===== src/rtl/audio_tone_seq.sv =====
`default_nettype none
// ============================================================================
//  Module   : audio_tone_seq
//  Purpose  : Note sequencer that plays square-wave tones and rests for a set
//             number of duration ticks. It holds one active note and one
//             pending note, so back-to-back notes play with no gap.
//  Revision : 1.0 - initial release
// ----------------------------------------------------------------------------
//  Ports
//    i_clk       : the only clock; all state changes on the rising edge
//    i_rst_n     : asynchronous active-low reset
//    i_enable    : output gate, 0 forces o_pulse low (timing unaffected)
//    i_valid     : note request valid
//    i_half_per  : tone half-period in clocks, 0 = rest
//    i_dur       : note duration in ticks
//    o_ready     : a note can be accepted this cycle (pending slot empty)
//    o_pulse     : square-wave tone output
//    o_busy      : a note (tone or rest) is active
//    o_done      : one-cycle pulse after each note completes
// ============================================================================
module audio_tone_seq #(
  parameter int CLK_FREQ = 12000000,
  parameter int TICK_HZ  = 1000,
  parameter int DIV_W    = 16,
  parameter int DUR_W    = 12
) (
  input  logic             i_clk,
  input  logic             i_rst_n,
  input  logic             i_enable,
  input  logic             i_valid,
  input  logic [DIV_W-1:0] i_half_per,
  input  logic [DUR_W-1:0] i_dur,
  output logic             o_ready,
  output logic             o_pulse,
  output logic             o_busy,
  output logic             o_done
);

  localparam int TICK_DIV = CLK_FREQ / TICK_HZ;
  localparam int PRESC_W  = (TICK_DIV > 2) ? $clog2(TICK_DIV) : 1;
  localparam logic [PRESC_W-1:0] C_PRESC_LAST = PRESC_W'(TICK_DIV - 1);

  typedef enum logic [0:0] {
    ST_IDLE = 1'b0,
    ST_PLAY = 1'b1
  } state_t;

  state_t state;
  state_t state_nxt;

  // Active note
  logic [DIV_W-1:0]   act_half;
  logic [DUR_W-1:0]   act_dur;     // remaining ticks
  logic [DIV_W-1:0]   tone_cnt;
  logic               tone_lvl;
  logic [PRESC_W-1:0] presc;

  // Pending slot
  logic               pend_full;
  logic [DIV_W-1:0]   pend_half;
  logic [DUR_W-1:0]   pend_dur;

  logic               done_q;

  // Control decoded each cycle
  logic accept;
  logic tick_wrap;
  logic tone_hit;
  logic note_end;
  logic load_in;
  logic load_pend;
  logic store_pend;

  assign accept    = i_valid & ~pend_full;
  assign tick_wrap = (presc == C_PRESC_LAST);
  assign tone_hit  = (act_half != '0) && (tone_cnt == act_half - DIV_W'(1));
  // A zero-duration note ends on its first PLAY clock; otherwise the note
  // ends on the prescaler wrap that takes the remaining count from 1 to 0.
  assign note_end  = (state == ST_PLAY) &&
                     ((act_dur == '0) || (tick_wrap && (act_dur == DUR_W'(1))));

  // --------------------------------------------------------------------------
  // State register
  // --------------------------------------------------------------------------
  always_ff @(posedge i_clk or negedge i_rst_n) begin
    if (!i_rst_n) begin
      state <= ST_IDLE;
    end else begin
      state <= state_nxt;
    end
  end

  // --------------------------------------------------------------------------
  // Next-state and load steering
  // --------------------------------------------------------------------------
  always_comb begin
    state_nxt  = state;
    load_in    = 1'b0;
    load_pend  = 1'b0;
    store_pend = 1'b0;
    case (state)
      ST_IDLE: begin
        if (accept) begin
          load_in   = 1'b1;
          state_nxt = ST_PLAY;
        end
      end
      ST_PLAY: begin
        if (note_end) begin
          if (pend_full) begin
            load_pend = 1'b1;
          end else if (accept) begin
            // Bypass: the new note goes straight to the active registers.
            load_in = 1'b1;
          end else begin
            state_nxt = ST_IDLE;
          end
        end else if (accept) begin
          store_pend = 1'b1;
        end
      end
      default: begin
        state_nxt = ST_IDLE;
      end
    endcase
  end

  // --------------------------------------------------------------------------
  // Active note datapath
  // --------------------------------------------------------------------------
  always_ff @(posedge i_clk or negedge i_rst_n) begin
    if (!i_rst_n) begin
      act_half <= '0;
      act_dur  <= '0;
      tone_cnt <= '0;
      tone_lvl <= 1'b0;
      presc    <= '0;
      done_q   <= 1'b0;
    end else begin
      done_q <= note_end;
      if (load_in || load_pend) begin
        act_half <= load_pend ? pend_half : i_half_per;
        act_dur  <= load_pend ? pend_dur  : i_dur;
        tone_cnt <= '0;
        tone_lvl <= 1'b0;
        presc    <= '0;
      end else if (note_end) begin
        // Going idle: park everything so o_pulse stays low.
        tone_cnt <= '0;
        tone_lvl <= 1'b0;
        presc    <= '0;
      end else if (state == ST_PLAY) begin
        if (tick_wrap) begin
          presc   <= '0;
          act_dur <= act_dur - DUR_W'(1);
        end else begin
          presc <= presc + PRESC_W'(1);
        end
        if (act_half != '0) begin
          if (tone_hit) begin
            tone_lvl <= ~tone_lvl;
            tone_cnt <= '0;
          end else begin
            tone_cnt <= tone_cnt + DIV_W'(1);
          end
        end
      end
    end
  end

  // --------------------------------------------------------------------------
  // Pending slot
  // --------------------------------------------------------------------------
  always_ff @(posedge i_clk or negedge i_rst_n) begin
    if (!i_rst_n) begin
      pend_full <= 1'b0;
      pend_half <= '0;
      pend_dur  <= '0;
    end else if (load_pend) begin
      pend_full <= 1'b0;
    end else if (store_pend) begin
      pend_full <= 1'b1;
      pend_half <= i_half_per;
      pend_dur  <= i_dur;
    end
  end

  assign o_ready = ~pend_full;
  assign o_busy  = (state == ST_PLAY);
  // tone_lvl is cleared whenever the sequencer is idle, so the gate alone
  // keeps o_pulse low outside a note.
  assign o_pulse = i_enable & tone_lvl;
  assign o_done  = done_q;

endmodule
`default_nettype wire


===== config.mk =====
export PLATFORM = sky130hd
export DESIGN_NAME = audio_tone_seq
export DESIGN_NICKNAME = d
export VERILOG_FILES = /design/src/rtl/audio_tone_seq.sv
export SDC_FILE = /design/constraint.sdc
export NUM_CORES = 1
export LEC_CHECK = 0
export ABC_AREA = 0
export CAP_MARGIN = 20
export CORE_AREA = 2 2 109 111
export DETAILED_ROUTE_END_ITERATION = 16
export DIE_AREA = 0 0 111 113
export GPL_TIMING_DRIVEN = 0
export PLACE_DENSITY = 0.69
export REMOVE_ABC_BUFFERS = 1
export SLEW_MARGIN = 20
export SYNTH_ARGS = -nofsm -noshare
export SYNTH_HDL_FRONTEND = slang
export SYNTH_SLANG_ARGS = --single-unit

===== constraint.sdc =====
create_clock -name i_clk -period 3.6 [get_ports i_clk]
set_clock_uncertainty 0.1 [all_clocks]
set_input_delay 0.9 -clock i_clk [delete_from_list [all_inputs] [get_ports i_clk]]
set_output_delay 0.9 -clock i_clk [all_outputs]
set_load 0.05 [all_outputs]

## Yosys cells after proc, flatten, opt, wreduce, memory -nomap -nowiden

Index checks and enable logic that the tools add are counted.

| word-level totals | value |
|---|---|
| bits in registers | 90 |
| input port bits | 32 |
| output and inout bits | 4 |
| word-level logic and storage cells | 75 |

| operators by class | value |
|---|---|
| add/subtract/negate cells | 4 |
| equal/unequal tests | 4 |
| mux-type cells | 34 |
| bitwise operators | 6 |
| reduce and logical (&&, ||, !) cells | 17 |

Operator list:

| operator | number |
|---|---|
| 2-to-1 mux 16 bit | 6 |
| 2-to-1 mux 12 bit | 5 |
| 2-to-1 mux 14 bit | 4 |
| 2-to-1 mux 1 bit | 17 |
| adder 16 x 1 -> 16 bit, second input constant | 1 |
| equality test 16 bit | 1 |
| nonzero test 16 bit | 1 |
| subtractor 16 x 1 -> 16 bit, second input constant | 1 |
| adder 14 x 1 -> 14 bit, second input constant | 1 |
| equality test 14 bit, second input constant | 1 |
| equality test 12 x 1 -> 1 bit, second input constant | 1 |
| zero test 12 bit | 1 |
| subtractor 12 x 1 -> 12 bit, second input constant | 1 |
| nonzero test 3 bit | 3 |
| AND reduction 3 bit | 2 |
| nonzero test 2 bit | 3 |
| inverter 1 bit | 4 |
| one-hot mux 1 bit (2 select lines) | 2 |
| AND reduction 2 bit | 2 |
| logical AND 1 bit | 3 |
| bitwise AND 1 bit | 2 |
| logical OR 1 bit | 2 |
| inequality test 2 x 1 -> 1 bit, second input constant | 1 |

## Logic depth before layout (Yosys ltp)

| logic depth | value |
|---|---|
| depth in word-level cells | 9 |
| depth in mapped cells | 11 |
| gate-level depth less buffers | 9 |

## Worst setup path before layout

Ideal clock, no wire load.

| timing path | value |
|---|---|
| path kind | flip-flop to flip-flop |
| start | reg act_dur[2] |
| end | reg act_dur[10] |
| data arrival time | 2.535 ns |
| data required time | 3.377 ns |
| slack | 0.843 ns |
| stages on the path, launching flop included | 10 |
| path buffers | 3 |
| clock period less this slack | 2.757 ns |
| path through | dfrtp_1 or4_1 clkbuf_1 or3_4 o31ai_4 a21bo_2 buf_6 buf_6 nor2_1 a21oi_1 |

| on the way | value |
|---|---|
| cells in the longest elaborated chain, start to end | 9 |
| elaborated cells between the ends (all ways) | 20 |
| classes of those cells | 1 x add/sub; 2 x eq/ne; 9 x mux; 8 x reduce/logical |

Ends and longest elaborated chain:

| item | line | text |
|---|---|---|
| from (decl) | 53 | `logic [DUR_W-1:0] act_dur;` |
| from (signal assigned) | 143 | `act_dur <= load_pend ? pend_dur : i_dur;` |
| from (signal assigned) | 155 | `act_dur <= act_dur - DUR_W'(1);` |
| equality test 12 x 1 -> 1 bit | 80 | `((act_dur == '0) \|\| (tick_wrap && (act_dur == DUR_W'(1))));` |
| logical AND 1 bit | 80 |  |
| logical OR 1 bit | 80 |  |
| logical AND 1 bit | 79 | `assign note_end = (state == ST_PLAY) &&` |
| 2-to-1 mux 1 bit | 109 | `if (note_end) begin` |
| one-hot mux 1 bit (2 select lines) / 2-to-1 mux 1 bit (equally long branches) | 101 | `case (state)` |
| logical OR 1 bit | 141 | `if (load_in \|\| load_pend) begin` |
| inequality test 2 x 1 -> 1 bit (no source line) / nonzero test 2 bit (equally long branches) | -- |  |
| AND reduction 3 bit (no source line) | -- |  |

Several ways; a longest one is shown, not always the timed one. The select of a mux whose other input is x is not followed.
A chain may end at the register's enable or synchronous reset.

## Worst setup path after layout

| timing path | value |
|---|---|
| start | in i_valid |
| end | reg tone_cnt[2] |

| on the way | value |
|---|---|
| cells in the longest elaborated chain, start to end | 8 |
| elaborated cells between the ends (all ways) | 10 |
| classes of those cells | 5 x mux; 1 x bitwise; 4 x reduce/logical |

Ends and longest elaborated chain:

| item | line | text |
|---|---|---|
| from (decl) | 30 | `input logic i_valid,` |
| bitwise AND 1 bit (*) | 74 | `assign accept = i_valid & ~pend_full;` |
| 2-to-1 mux 1 bit (*) | 103, 112 |  |
| 2-to-1 mux 1 bit | 110 | `if (pend_full) begin` |
| 2-to-1 mux 1 bit | 109 |  |
| one-hot mux 1 bit (2 select lines) (*) | 101 |  |
| logical OR 1 bit (*) | 141 |  |
| nonzero test 3 bit (no source line) | -- |  |
| AND reduction 2 bit (no source line) | -- |  |
| to (signal assigned) | 164 | `tone_cnt <= tone_cnt + DIV_W'(1);` |
| to (decl) | 54 | `logic [DIV_W-1:0] tone_cnt;` |

Every way passes the cells marked *; elsewhere a longest branch is shown, timed or not.

==> flow_summary.ini <==
[sta]
hold_ws_ps = 386
setup_violations = 0
fin_crit_ps = 3320
tns_ps = 0
slew_headroom_pct = 33.1
tightest_slew_ps = 1000
finalHoldViolCount = 0
drv_slew = 0
clock.fmax_mhz = 302
rsz0062_at_grt = no
layout_worst_path_cycle_share_pct = 92.1

[logic_synthesis]
syn-instance-count = 499
ys_top_cells_by_area = dfrtp_1 45%, mux2_2 8.5%, xnor2_1 5.6%
syn_area_per_cell_um2 = 10.1
synth_most_common_cell = dfrtp_1
yosysSeqAreaShare_pct = 44.7
syn_area_um2 = 5040
synth_edf_count = 0
yosys_most_used_dff = dfrtp_1
yosysWarnings = 0
yosysUniqueCellTypes = 54
yosysTopAreaCellShare_pct = 44.7
synth_common_cells = 90 x dfrtp_1, 48 x nand2_1, 38 x mux2_2
async_flop_share_pct = 100
yosysTopAreaCell = dfrtp_1
synth_seq_cells = 90

[final_layout]
nets = 559
area_delta_synth_final_pct = 13.8
fill_cells = 1006
n_antenna_cell = 0
layout-drive-gt1-share_pct = 14.3
stdcell_count = 667

[grt]
grt_pass1_vias = 3590
grt_max_degree = 57
antenna_found_initial = 0
grt_pass1_wl_um = 16400
grtUsageTotal_pct = 16.0
overflow = 0

[pwr]
power.net_switching_mw = 1.41
p_leak_nw = 2.43
intPower_mw = 2.68
irDropWorstVdd_uv = 321
swShare_pct = 34.5
clkPwrFrac_pct = 23.5
fin_total_pwr_mw = 4.09
power_frac_seq_pct = 43.6
combPwrFrac_pct = 32.9
p_per_area_nw_per_um2 = 713

[floorplan]
start_util_pct = 44.7
die_h_um = 113
core_area_um2 = 11300
io_pins = 36
fp-row-count = 39
dieArea_um2 = 12500
die_w_um = 111

[worst_setup_path]
crit_path_start = i_valid
worstSetupPathType = input pin to register
r2r-end = act_dur[7]$_DFFE_PN0P_
critPathLaunchType = input pin
end_kind = register
cp_slowest_cell = a21oi_1
cp_max_fo = 19
cp_cell_sequence = clkdlybuf4s50_1 > a21oi_1 > a41o_1 > and2_1 > mux2_2 > o211ai_1 > nor2_1
worst-path-stages = 7
crit_arrival_ps = 3440
r2r-start = act_dur[2]$_DFFE_PN0P_
reg2regPathDepth = 6
critical_path.max_stage_delay_ps = 780
rrSetupSlack_ps = 330
crit_end = tone_cnt[2]$_DFFE_PN0P_
crit_required_ps = 3730
critPathBufInv = 1
path_delay_family = compound AO/OA/AOI/OAI gates

[drt]
dr.pass1.iters = 4
viasPerCell = 5.41
wl_per_cell_um = 14.1
route.detailed.drc = 0
ant_nets = 0
routed_wl_um = 9390
vias = 3606
dr.first_iter.drc_count = 169

[clock_tree]
worstSkewPairLatency_ps = 340
cts_tree = done
path_clk_slew_ps = 60
cts_sinks = 90
cts-hold-fix-buffers = 0
clk_path_buf_depth = 2
cts_post_setup_buffers_inserted = 0
clock-root-buffer = clkbuf_16
h-tree-depth = 3
cts_resized = 0
numCtsBuffers = 9

[place]
dp_cells = 654
dp_hpwl_um = 6660
place.gp.congestion = 0.878
io_buffers = 35

[outcome]
outcome = complete, no violations

[worst_hold_path]
min-delay-path-class = register to register

[job]
cap_violations = 0
cell usage in the layout (no fill, tap or decap), types with 6 or more instances in the layout:
| cell | Yosys | layout |
|---|---|---|
| or4_1 | 7 | 7 |
| nor3_1 | 11 | 11 |
| nor4_1 | 9 | 9 |
| clkbuf_16 | 0 | 9 |
| o21ai_0 | 29 | 29 |
| clkdlybuf4s50_1 | 0 | 34 |
| o21ai_1 | 6 | 6 |
| xor2_1 | 11 | 11 |
| and3_1 | 6 | 6 |
| nand3_1 | 17 | 17 |
| dfrtp_1 | 90 | 90 |
| mux2i_1 | 20 | 20 |
| nand2_1 | 48 | 48 |
| nor2_1 | 37 | 37 |
| a21oi_1 | 22 | 22 |
| nand2b_1 | 6 | 6 |
| o31ai_1 | 8 | 8 |
| inv_1 | 10 | 10 |
| xnor2_1 | 32 | 32 |
| mux2_2 | 38 | 38 |
| o21ai_2 | 7 | 7 |
worst min path at each step:
stage | to | from | cells past startpoint | slack (ps)
after floorplan | presc[7]$_DFFE_PN0P_ | presc[7]$_DFFE_PN0P_ | 1 | 340
after global placement | presc[7]$_DFFE_PN0P_ | presc[7]$_DFFE_PN0P_ | 1 | 360
after detailed placement | presc[7]$_DFFE_PN0P_ | presc[7]$_DFFE_PN0P_ | 1 | 380
after CTS | presc[7]$_DFFE_PN0P_ | presc[7]$_DFFE_PN0P_ | 1 | 390
after global routing | presc[11]$_DFFE_PN0P_ | presc[11]$_DFFE_PN0P_ | 1 | 410
final | presc[7]$_DFFE_PN0P_ | presc[7]$_DFFE_PN0P_ | 1 | 390
state kept, by name (all words and copies together), names as in the netlist, 12 cells and up:
register and flops:
act_dur 12, act_half 16, pend_dur 12, pend_half 16, presc 14, tone_cnt 16
metal layers:
layer	GRT usage (%)	up-vias	part of all wire [%]	wire length [µm]
met5	0	-	0	0
met4	8.42	0	2.1	198
met3	2.04	12	2.4	225
met2	27.1	52	48	4500
met1	20.3	1723	48	4460
li1	-	1819	-	-
power groups by stage:
stage,sequential (mW),clock [mW],combinational (mW)
6_report,1.78,0.962,1.34
3_3_place_gp,1.77,0,1.29
3_5_place_dp,1.80,0,1.35
2_1_floorplan,1.70,0,1.09
5_1_grt,1.84,1.02,1.52
4_1_cts,1.78,0.987,1.36
layout make-up:
class / count / area, µm² / area share (%)
Timing Repair Buffer: 36 / 375 / 6.54
Inverter: 10 / 37.5 / 0.654
Multi-Input combinational cell: 375 / 2600 / 45.3
Clock inverter: 4 / 70.1 / 1.22
Sequential cell: 90 / 2250 / 39.2
Clock buffer: 9 / 225 / 3.92
Tap cell: 143 / 179 / 3.12
kinds of logic (layout without fill, tap and decap cells):
| kind of cell | after synthesis | in the layout | synth area share, % |
|---|---|---|---|
| xor+xnor | 43 | 43 | 7.47 |
| simple gates | 181 | 181 | 18.9 |
| buf+inv | 34 | 59 | 3.85 |
| flops | 90 | 90 | 44.7 |
| mux | 58 | 58 | 12.5 |
| compound gates | 88 | 88 | 11.4 |
| fa+ha+maj | 5 | 5 | 1.24 |
per-stage QoR:
stage	instance area [µm²]	setup WS, ps	util, %
floorplan	4880	761	-
global placement	5410	-1690	48.0
detailed placement	5440	-127	48.3
CTS	5740	293	50.9
global route	5740	93.6	50.9
finish	5740	284	50.9
worst reg2reg max path, delay by kind of cell, from the launching register on:
kind,cells,cell delay [ps]
AO/OA/AOI/OAI,3,1170
flip-flops,1,430
AND/OR/NAND/NOR,3,1420
(Power assumes the default switching activity.)
